## src/rtl/arb_mux.sv

```systemverilog
// Registered N-way arbitrating multiplexer: fixed-priority or round-robin grant
// feeding a one-entry output register with valid/ready on every side.
module arb_mux #(
  parameter int WIDTH = 64,
  parameter int CNT   = 2,
  parameter int RR    = 0,
  localparam int SELW = (CNT > 1) ? $clog2(CNT) : 1
) (
  input  logic             clk,
  input  logic             rst,
  input  logic [CNT-1:0]   in_valid,
  input  logic [WIDTH-1:0] in_data [CNT-1:0],
  output logic [CNT-1:0]   in_ready,
  output logic             out_valid,
  output logic [WIDTH-1:0] out_data,
  output logic [SELW-1:0]  out_sel,
  input  logic             out_ready
);

  logic             out_valid_q, out_valid_d;
  logic [WIDTH-1:0] out_data_q,  out_data_d;
  logic [SELW-1:0]  out_sel_q,   out_sel_d;
  logic [SELW-1:0]  ptr_q,       ptr_d;

  logic             grant_vld_s;
  logic [SELW-1:0]  grant_idx_s;
  logic             space_s;
  logic             accept_s;

  // Grant search: scan from ptr (round-robin) or from 0 (fixed), wrapping at CNT.
  always_comb begin : p_grant
    logic [SELW:0]   pos_s;
    logic [SELW-1:0] idx_s;
    grant_vld_s = 1'b0;
    grant_idx_s = '0;
    pos_s       = '0;
    idx_s       = '0;
    for (int k = 0; k < CNT; k++) begin
      if (RR != 0) begin
        pos_s = {1'b0, ptr_q} + (SELW+1)'(k);
      end else begin
        pos_s = (SELW+1)'(k);
      end
      if (pos_s >= (SELW+1)'(CNT)) begin
        pos_s = pos_s - (SELW+1)'(CNT);
      end else begin
        pos_s = pos_s;
      end
      idx_s = pos_s[SELW-1:0];
      if (!grant_vld_s && in_valid[idx_s]) begin
        grant_vld_s = 1'b1;
        grant_idx_s = idx_s;
      end else begin
        grant_vld_s = grant_vld_s;
      end
    end
  end

  // Handshake: only the granted channel sees ready, and only when the register can take it.
  always_comb begin : p_ready
    space_s  = !out_valid_q || out_ready;
    accept_s = grant_vld_s && space_s;
    in_ready = '0;
    for (int i = 0; i < CNT; i++) begin
      if (accept_s && (grant_idx_s == SELW'(i))) begin
        in_ready[i] = 1'b1;
      end else begin
        in_ready[i] = 1'b0;
      end
    end
  end

  // Output register and pointer next-state; a drain with a refill stays FULL.
  always_comb begin : p_next
    out_valid_d = out_valid_q;
    out_data_d  = out_data_q;
    out_sel_d   = out_sel_q;
    ptr_d       = ptr_q;
    if (accept_s) begin
      out_valid_d = 1'b1;
      out_data_d  = in_data[grant_idx_s];
      out_sel_d   = grant_idx_s;
      if (RR == 0) begin
        ptr_d = ptr_q;
      end else if (grant_idx_s == SELW'(CNT-1)) begin
        ptr_d = '0;
      end else begin
        ptr_d = grant_idx_s + SELW'(1);
      end
    end else if (out_ready) begin
      out_valid_d = 1'b0;
    end else begin
      out_valid_d = out_valid_q;
    end
  end

  // State registers with asynchronous reset.
  always_ff @(posedge clk or posedge rst) begin : p_regs
    if (rst) begin
      out_valid_q <= 1'b0;
      out_data_q  <= '0;
      out_sel_q   <= '0;
      ptr_q       <= '0;
    end else begin
      out_valid_q <= out_valid_d;
      out_data_q  <= out_data_d;
      out_sel_q   <= out_sel_d;
      ptr_q       <= ptr_d;
    end
  end

  assign out_valid = out_valid_q;
  assign out_data  = out_data_q;
  assign out_sel   = out_sel_q;

endmodule

```

## config.mk

```make
export PLATFORM = sky130hd
export DESIGN_NAME = arb_mux
export DESIGN_NICKNAME = d
export VERILOG_FILES = /design/src/rtl/arb_mux.sv
export SDC_FILE = /design/constraint.sdc
export NUM_CORES = 1
export LEC_CHECK = 0
export CORE_UTILIZATION = 41
export DETAILED_ROUTE_END_ITERATION = 7
export PLACE_DENSITY = 0.93
export SLEW_MARGIN = 10
export SYNTH_ARGS = -nofsm -noshare
export SYNTH_HDL_FRONTEND = slang
export SYNTH_SLANG_ARGS = --single-unit
```

## constraint.sdc

```tcl
create_clock -name clk -period 6.2 [get_ports clk]
set_input_delay 1.24 -clock clk [delete_from_list [all_inputs] [get_ports clk]]
set_output_delay 1.24 -clock clk [all_outputs]
set_load 0.01 [all_outputs]
```

==> results of run 1 <==
[registers in the layout, summed over array words and instances (netlist names)]
register,count
out_sel,1
out_valid,1
out_data,64
[cell usage after synthesis]
cell type | instances | area, µm²
mux2_4 | 47 | 706
buf_2 | 5 | 25.0
nor2b_2 | 1 | 8.76
nor2_4 | 1 | 11.3
inv_1 | 1 | 3.75
buf_6 | 5 | 56.3
a21oi_1 | 1 | 5.00
nor2_1 | 2 | 7.51
and2_1 | 1 | 6.26
mux2_2 | 81 | 912
nor3b_1 | 1 | 7.51
nand2b_1 | 1 | 6.26
dfrtp_1 | 66 | 1650
or3_1 | 1 | 6.26
buf_4 | 4 | 30.0
[worst paths after layout]
check | startpoint | end | slack [ns] | cells past startpoint
min in group asynchronous | rst | out_data[60] | 1.31 | 2
hold reg to reg | out_data[45] | out_data[45] | 0.51 | 1
setup / recovery | out_ready | in_ready[0] | 2.38 | 4
max in group asynchronous | rst | out_data[27] | 3.99 | 3
setup reg to reg | out_valid | out_data[61] | 4.19 | 4
hold / removal | out_data[45] | out_data[45] | 0.51 | 1
[kinds of logic (layout without fill, tap and decap cells)]
kind of cell           Yosys count  in the layout  synth area share (%)
multiplexers                   128            128                  47.0
flip-flops                      66             66                  48.0
buffers and inverters           15            219                  3.34
AND/OR/NAND/NOR                  8              8                  1.56
AO/OA/AOI/OAI                    1              1                 0.145
[layer usage]
layer | wire length (µm) | vias up | global-route usage (%) | part of all wire (%)
met1 | 3240 | 1242 | 21.4 | 37
met2 | 4600 | 128 | 38.1 | 52
met3 | 785 | 20 | 6.59 | 8.9
met4 | 206 | 0 | 8.59 | 2.3
li1 | - | 1181 | - | -
met5 | 0 | - | 0 | 0
[layout make-up]
type	count	area, µm²	area share [%]
sequential	66	1650	29.1
tap	105	131	2.32
multi-input combinational	137	1680	29.6
clock buffer	12	145	2.56
timing repair buffer	203	2020	35.7
inverter	1	3.75	0.0662
clock inverter	3	40.0	0.706
[report_power, final]
group | leakage [nW] | switching (mW) | total [mW] | internal [mW]
Sequential | 0.769 | 0.0357 | 0.537 | 0.501
Combinational | 1.52 | 0.147 | 0.450 | 0.304
Clock | 0.0962 | 0.152 | 0.345 | 0.194
[cell usage in the layout, fill, tap and decap left out]
master and n:
a21oi_1 1, and2_1 1, buf_4 4, bufinv_16 1, clkbuf_1 2, clkbuf_8 10
clkdlybuf4s50_1 199, clkinv_2 2, dfrtp_1 66, inv_2 1, mux2_2 81, mux2_4 47
nand2b_1 1, nor2_1 2, nor2_4 1, nor2b_2 1, nor3b_1 1, or3_1 1
==> out/results.tsv, run 1 <==
stage	metric	value	unit
cells_and_area	fill count	596	
global_route	first-pass GRT wire length	13.7	mm
timing	Slew @ Worst Pin	0.936	ns
cells_and_area	share of cells above drive strength 1	35.1	%
clocking	CTS tree	yes	
logic_synthesis	post-synthesis cell type count	15	
clocking	hold_buf cts	0	
logic_synthesis	sequential share of the synthesized area	48.0	%
clocking	CTS resizes	0	
routing	1st-iter DRT viols	47	
place	DP Area	0.00549	mm²
floorplan	Die W	93.6	µm
timing	minimum clock period	3.82	ns
worst_setup_path	Worst Path Max Fanout	2	
timing	relative slew slack	37.6	%
worst_setup_path	Critical Path RT	4.96	ns
routing	WL per Instance	16.8	µm
global_route	GRT Total Usage	20.6	%
cells_and_area	area delta synth->final	64.7	%
routing	Vias	2571	
global_route	vias in the first global route	2856	
global_route	initial antenna violation count	0	
worst_setup_path	critical path buffer and inverter count	2	
worst_setup_path	Worst EP arrival	2.58	ns
power	Pwr Total	1.33	mW
logic_synthesis	syn_nets	351	
logic_synthesis	Mean Syn Cell Area	15.8	µm²
floorplan	# IOs	201	
logic_synthesis	cells after synthesis	218	
clocking	CTS clk-pin slew, worst paths	0.06	ns
routing	ANT nets after route	0	
cells_and_area	# diodes	0	
cells_and_area	Final Non-Filler Cells	527	
floorplan	Die H	93.6	µm
timing	WHS	0.507	ns
timing	setup_tns	0	ns
worst_setup_path	delay-heaviest family, CP	buffers and inverters	
clocking	TritonCTS buffer count	9	
worst_hold_path	hold crit path type	reg -> reg	
clocking	Clk Latency, worst-skew pair	0.33	ns
floorplan	core area	0.00818	mm²
global_route	largest net degree at the start of global routing	65	
timing	endpoints failing hold	0	
logic_synthesis	Synth Warn #	0	
floorplan	Initial Utilization	42.1	%
cells_and_area	Layout Nets	551	
worst_setup_path	Crit Path Category	in -> out	
logic_synthesis	Synth Register Bits	66	
routing	DRT Pass-1 Iters	4	
worst_setup_path	most frequent CP cell	clkdlybuf4s50_1	
routing	Post-route DRC	0	
clocking	Clock H-tree levels	3	
timing	Setup Skew	0.00715	ns
place	Post-Place Setup Slack	2.37	ns
clocking	# Post-CTS Setup Buffers	0	
timing	Slew Viols, Final	0	
floorplan	Rows	33	
clocking	Max clock buf depth	2	
worst_setup_path	max incr delay on CP	0.54	ns
outcome	status	finished clean	
cells_and_area	post-layout util	69.4	%
power	Leak Pwr	2.39	nW
power	PD cells	235	mW/mm²
clocking	Sink Count	66	
clocking	CTS root buf	clkbuf_8	
timing	Max Clock Freq	0.262	GHz
global_route	global route overflow	0	
worst_setup_path	slowest stage cell, crit path	clkdlybuf4s50_1	
timing	Final WS setup	2.38	ns
worst_setup_path	CP Capture Type	output port	
flow_run	max cap viols	0	
place	routability cong.	0.695	
floorplan	die area	0.00877	mm²
timing	RSZ-0062 raised after global routing	no	
routing	Vias/cell	4.88	
worst_setup_path	Startpoint Class	input port	
power	Worst IR Drop VDD	0.157	mV
place	# port buffers	200	
place	DP Cell Count	512	
logic_synthesis	post-synthesis cell area	0.00344	mm²
place	Detailed Place HPWL	6.69	mm
cells_and_area	Final Cell Area	0.00567	mm²
timing	Setup violations, final	0	
routing	Routed Wire Length	8.83	mm
worst_setup_path	critical path, cell by cell	clkdlybuf4s50_1 -> nand2b_1 -> and2_1 -> clkdlybuf4s50_1	
timing	Final Cycle Share	61.7	%
No activity file was read; power rests on OpenSTA's default activity.
==> run 2: changes to the inputs <==
--- a/config.mk
+++ b/config.mk
@@ -5,9 +5,9 @@
 export SDC_FILE = /design/constraint.sdc
 export NUM_CORES = 1
 export LEC_CHECK = 0
-export CORE_UTILIZATION = 41
+export CORE_UTILIZATION = 35
 export DETAILED_ROUTE_END_ITERATION = 7
-export PLACE_DENSITY = 0.93
+export PLACE_DENSITY = 0.85
 export SLEW_MARGIN = 10
 export SYNTH_ARGS = -nofsm -noshare
 export SYNTH_HDL_FRONTEND = slang
==> constraint.sdc (replaced) <==
create_clock -name clk -period 3.5 [get_ports clk]
set_input_delay 0.7 -clock clk [delete_from_list [all_inputs] [get_ports clk]]
set_output_delay 0.7 -clock clk [all_outputs]
set_load 0.01 [all_outputs]
==> out/results.tsv, run 2 (synthesis results as in run 1) <==
stage	metric	value	unit
timing	Setup Skew	0.00757	ns
power	PD cells	414	mW/mm²
floorplan	die area	0.0102	mm²
power	Leak Pwr	2.40	nW
place	Detailed Place HPWL	6.68	mm
floorplan	# IOs	201	
clocking	TritonCTS buffer count	9	
place	routability cong.	0.679	
clocking	# Post-CTS Setup Buffers	0	
timing	Final Cycle Share	78.0	%
clocking	Max clock buf depth	2	
timing	endpoints failing hold	0	
worst_setup_path	Startpoint Class	input port	
floorplan	Initial Utilization	36.7	%
floorplan	Die W	101	µm
timing	Max Clock Freq	0.366	GHz
cells_and_area	commonest cells after routing, fill and taps aside	clkdlybuf4s50_1, mux2_2, dfrtp_1	
clocking	CTS tree	yes	
worst_hold_path	hold crit path type	reg -> reg	
clocking	CTS resizes	0	
routing	Post-route DRC	0	
timing	setup_tns	0	ns
worst_setup_path	worst r2r path cells	4	
timing	RSZ-0062 raised after global routing	no	
clocking	CTS clk-pin slew, worst paths	0.06	ns
outcome	status	finished clean	
worst_setup_path	Critical Path RT	2.80	ns
timing	minimum clock period	2.73	ns
routing	DRT Pass-1 Iters	4	
routing	WL per Instance	15.7	µm
routing	Vias/cell	4.59	
global_route	first-pass GRT wire length	13.3	mm
clocking	hold_buf cts	0	
place	# port buffers	200	
worst_setup_path	Worst Path Max Fanout	2	
global_route	largest net degree at the start of global routing	37	
clocking	Clk Latency, worst-skew pair	0.32	ns
global_route	global route overflow	0	
clocking	Sink Count	66	
cells_and_area	share of cells above drive strength 1	35.7	%
cells_and_area	Layout Nets	553	
routing	Vias	2536	
place	DP Cell Count	538	
floorplan	Die H	101	µm
worst_setup_path	Crit Path Category	in -> out	
clocking	Clock H-tree levels	3	
cells_and_area	Final Non-Filler Cells	552	
timing	relative slew slack	50.9	%
cells_and_area	max reg flops	64	
cells_and_area	commonest non-fill, non-tap cell in the layout	clkdlybuf4s50_1	
timing	Slew @ Worst Pin	0.735	ns
power	Worst IR Drop VDD	0.221	mV
global_route	initial antenna violation count	0	
floorplan	core area	0.00937	mm²
routing	1st-iter DRT viols	35	
global_route	GRT Total Usage	17.0	%
global_route	vias in the first global route	2725	
worst_setup_path	Worst EP arrival	2.03	ns
timing	Setup violations, final	0	
routing	Routed Wire Length	8.65	mm
cells_and_area	# diodes	0	
routing	ANT nets after route	0	
worst_setup_path	CP Capture Type	output port	
timing	Slew Viols, Final	0	
cells_and_area	area delta synth->final	66.5	%
flow_run	max cap viols	0	
floorplan	Rows	35	
worst_hold_path	hold depth	2	
clocking	CTS root buf	clkbuf_8	
-- run 2: critical path, cell delays in order --
cell and delay (ns):
clkdlybuf4s50_1 0.49, nand2b_1 0.12, and2_1 0.17, clkdlybuf4s50_1 0.55
-- run 2: final timing paths --
| kind | endpoint | startpoint | slack, ns |
|---|---|---|---|
| max reg2reg | out_data[45] | out_valid | 1.80 |
| min in group asynchronous | out_data[52] | rst | 0.82 |
| max | in_ready[0] | out_ready | 0.77 |
| min reg2reg | out_sel | out_sel | 0.51 |
| max in group asynchronous | out_data[17] | rst | 2.04 |
| min | out_sel | out_sel | 0.51 |
-- run 2: report_power, final --
group | switching [mW] | internal (mW) | leakage (nW)
clock network | 0.270 | 0.358 | 0.101
registers | 0.0662 | 0.887 | 0.769
logic | 0.253 | 0.539 | 1.53
-- run 2: layer usage --
metal	share of wire (%)	GRT usage (%)	vias to the layer above	wire, µm
li1	-	-	1185	-
met3	8.2	5.80	4	709
met2	53	31.5	110	4620
met4	0.61	3.68	0	53
met5	0	0	-	0
met1	38	18.7	1237	3260
-- run 2: area by class of cell --
type | count | area (µm²)
Fill cell | 786 | 3640
Timing Repair Buffer | 205 | 2050
Multi-Input combinational cell | 137 | 1680
Sequential cell | 66 | 1650
Tap cell | 129 | 161
Clock buffer | 11 | 151
Clock inverter | 3 | 40.0
Inverter | 1 | 3.75
-- run 2: per-stage QoR --
stage / area, µm² / total power [mW] / util, % / hold WS [ns] / worst slack [ns]
3_3_place_gp: 5540 / 1.75 / 59.1 / 0.490 / 0.782
4_1_cts: 5730 / 2.41 / 61.2 / 0.508 / 0.765
5_1_grt: 5730 / 2.50 / 61.2 / 0.527 / 0.680
6_report: 5730 / 2.37 / 61.2 / 0.508 / 0.771
3_5_place_dp: 5540 / 1.77 / 59.1 / 0.491 / 0.774
2_1_floorplan: 3440 / 1.31 / - / 0.526 / 1.15
==> RTL change: new RTL, config.mk and constraints of run 2 <==
Set the parameter `RR` to 1 (it was 0).
--- a/src/rtl/arb_mux.sv
+++ b/src/rtl/arb_mux.sv
@@ -3,7 +3,7 @@
 module arb_mux #(
   parameter int WIDTH = 64,
   parameter int CNT   = 2,
-  parameter int RR    = 0,
+  parameter int RR    = 1,
   localparam int SELW = (CNT > 1) ? $clog2(CNT) : 1
 ) (
   input  logic             clk,
Formal check against the unedited RTL: not equivalent (a bounded check fails within 4 cycles, from zero or initial values and one cycle with rst high).
==> RTL change against run 2 <==
- power up 4.7%
- synthesized area shrank 13%
- sequential cell count grew 1
- worst setup slack worse by 0.20 ns
- worst hold slack lost 0.013 ns
- combinational power shrank 7.7%
- routed wire length grew 11%
- design area down 8.6%
- critical endpoint unchanged
- largest power group unchanged
==> RTL change: results (changes against run 2) <==
==================================================================================
Net count after synthesis                                                      367   was 351
Detailed Routing Iterations Pass 1                                               4   unchanged
Final layout net count                                                         555   was 553
M2 GR Usage                                                                  0.380   was 0.315
Met1 routing resource usage after global routing                             0.245   was 0.187
Arrival time at the worst endpoint                                         2.22 ns   was 2.03 ns
Met3 track demand over resource in global routing                           0.0507   was 0.0580
Area of placed instances                                                  5000 um2   was 5540 um2
Via count normalized by instance count                                        5.41   was 4.59
GRT Total Usage                                                              0.212   was 0.170
Worst Tran Pin Value                                                      0.868 ns   was 0.735 ns
Congestion Overflow GR                                                           0   unchanged
Clock skew                                                               0.0111 ns   was 0.00757 ns
Number of diodes                                                                 0   unchanged
Highest fanout seen on the critical path                                         4   was 2
Worst Setup Slack post-DPL                                                0.439 ns   was 0.774 ns
Worst supply voltage drop on vdd                                            257 uV   was 221 uV
Outcome                                                                  completed   unchanged
Share of final-layout standard cells stronger than drive strength 1         0.0585   was 0.357
Warning count from the yosys run                                                 0   unchanged
Cell types with the largest area share after synthesis                dfrtp_1 56%, a221o_1 21%, and3_1 13%   was dfrtp_1 48%, mux2_2 26%, mux2_4 20%
Unique masters post-synth                                                       17   was 15
Number of buffers added for setup after CTS                                      0   unchanged
Final-layout worst hold slack                                             0.495 ns   was 0.508 ns
Switching pwr                                                           0.000626 W   was 0.000589 W
Share of synthesized area occupied by flip-flops and latches                 0.560   was 0.480
Reg-to-reg setup timing slack                                              1.25 ns   was 1.80 ns
Critical path's top delay family                                      buffers and inverters   unchanged
Pin count of the biggest net entering global routing                            68   was 37
Slowest cell delay on critical path                                        0.59 ns   was 0.55 ns
Clock Path Buffers                                                               2   unchanged
Top_reg_cell synth                                                         dfrtp_1   unchanged
First-pass GRT wire length                                                14600 um   was 13300 um
P_comb                                                                  0.000730 W   was 0.000791 W
Pleak                                                                      2.37 nW   was 2.40 nW
Largest register FFs                                                            64   unchanged
Global placement routability congestion                                      0.742   was 0.679
Detailed Place HPWL                                                        6840 um   was 6680 um
Cells resized by post-CTS repair                                                 0   unchanged
Number of DRC markers in iteration 0                                           168   was 35
Root buf cell                                                             clkbuf_8   unchanged
Routed length per placed instance                                          18.0 um   was 15.7 um
Number of buffers inserted during clock tree synthesis                           9   unchanged
Number of global-route vias before repair                                     2974   was 2725
Hold Crit Class                                                            reg2reg   unchanged
Power share of the clock group                                               0.312   was 0.265
Min Clock Period, post-route                                               2.92 ns   was 2.73 ns
Top post-synthesis cells by count                                     67 x dfrtp_1, 64 x a221o_1, 64 x and3_1   was 81 x mux2_2, 66 x dfrtp_1, 47 x mux2_4
Antenna violations before repair                                                 0   unchanged
==================================================================================
-- RTL change: changes by cell type in the layout (fill, tap and decap cells not counted), moves of 2 or more --
cell	before	now
bufinv_16	1	3
mux2_4	47	0
mux2_2	81	0
a221o_1	0	64
a21o_1	0	2
and3_1	0	64
-- RTL change: path summary, 6_finish.rpt --
kind / from / depth (start not counted) / endpoint
hold / removal: out_sel$_DFFE_PP0P_ / 1 / out_sel$_DFFE_PP0P_
hold reg to reg: out_sel$_DFFE_PP0P_ / 1 / out_sel$_DFFE_PP0P_
max in group asynchronous: rst / 3 / out_data[23]$_DFFE_PP0P_
setup / recovery: in_valid[0] / 4 / in_ready[0]
min in group asynchronous: rst / 3 / out_data[9]$_DFFE_PP0P_
setup reg to reg: out_valid$_DFFE_PP0P_ / 5 / out_data[17]$_DFFE_PP0P_
-- RTL change: cell families after synthesis --
logic type,count (synthesis),share of synthesized area
compound gates,68,0.224
buf+inv,29,0.0665
flops,67,0.560
simple gates,70,0.149
-- RTL change: final cells by class --
| type | count | area [um2] |
|---|---|---|
| sequential | 67 | 1680 |
| clock buffer | 11 | 141 |
| timing repair buffer | 205 | 2050 |
| multi-input combinational | 138 | 1140 |
| fill | 665 | 3020 |
| tap | 105 | 131 |
| clock inverter | 5 | 100 |
| inverter | 1 | 3.75 |
-- RTL change: layer usage --
layer | share of wire | up-vias | wire length, um
li1 | - | 1321 | -
met1 | 0.39 | 1416 | 3690
met2 | 0.52 | 129 | 5030
met3 | 0.073 | 14 | 697
met4 | 0.017 | 0 | 167
met5 | 0 | - | 0
-- RTL change: through the flow --
stage,total power (W),instances
after floorplan,0.00127,234
after global placement,0.00170,516
after detailed placement,0.00172,516
after CTS,0.00251,532
after global routing,0.00260,532
final,0.00248,532
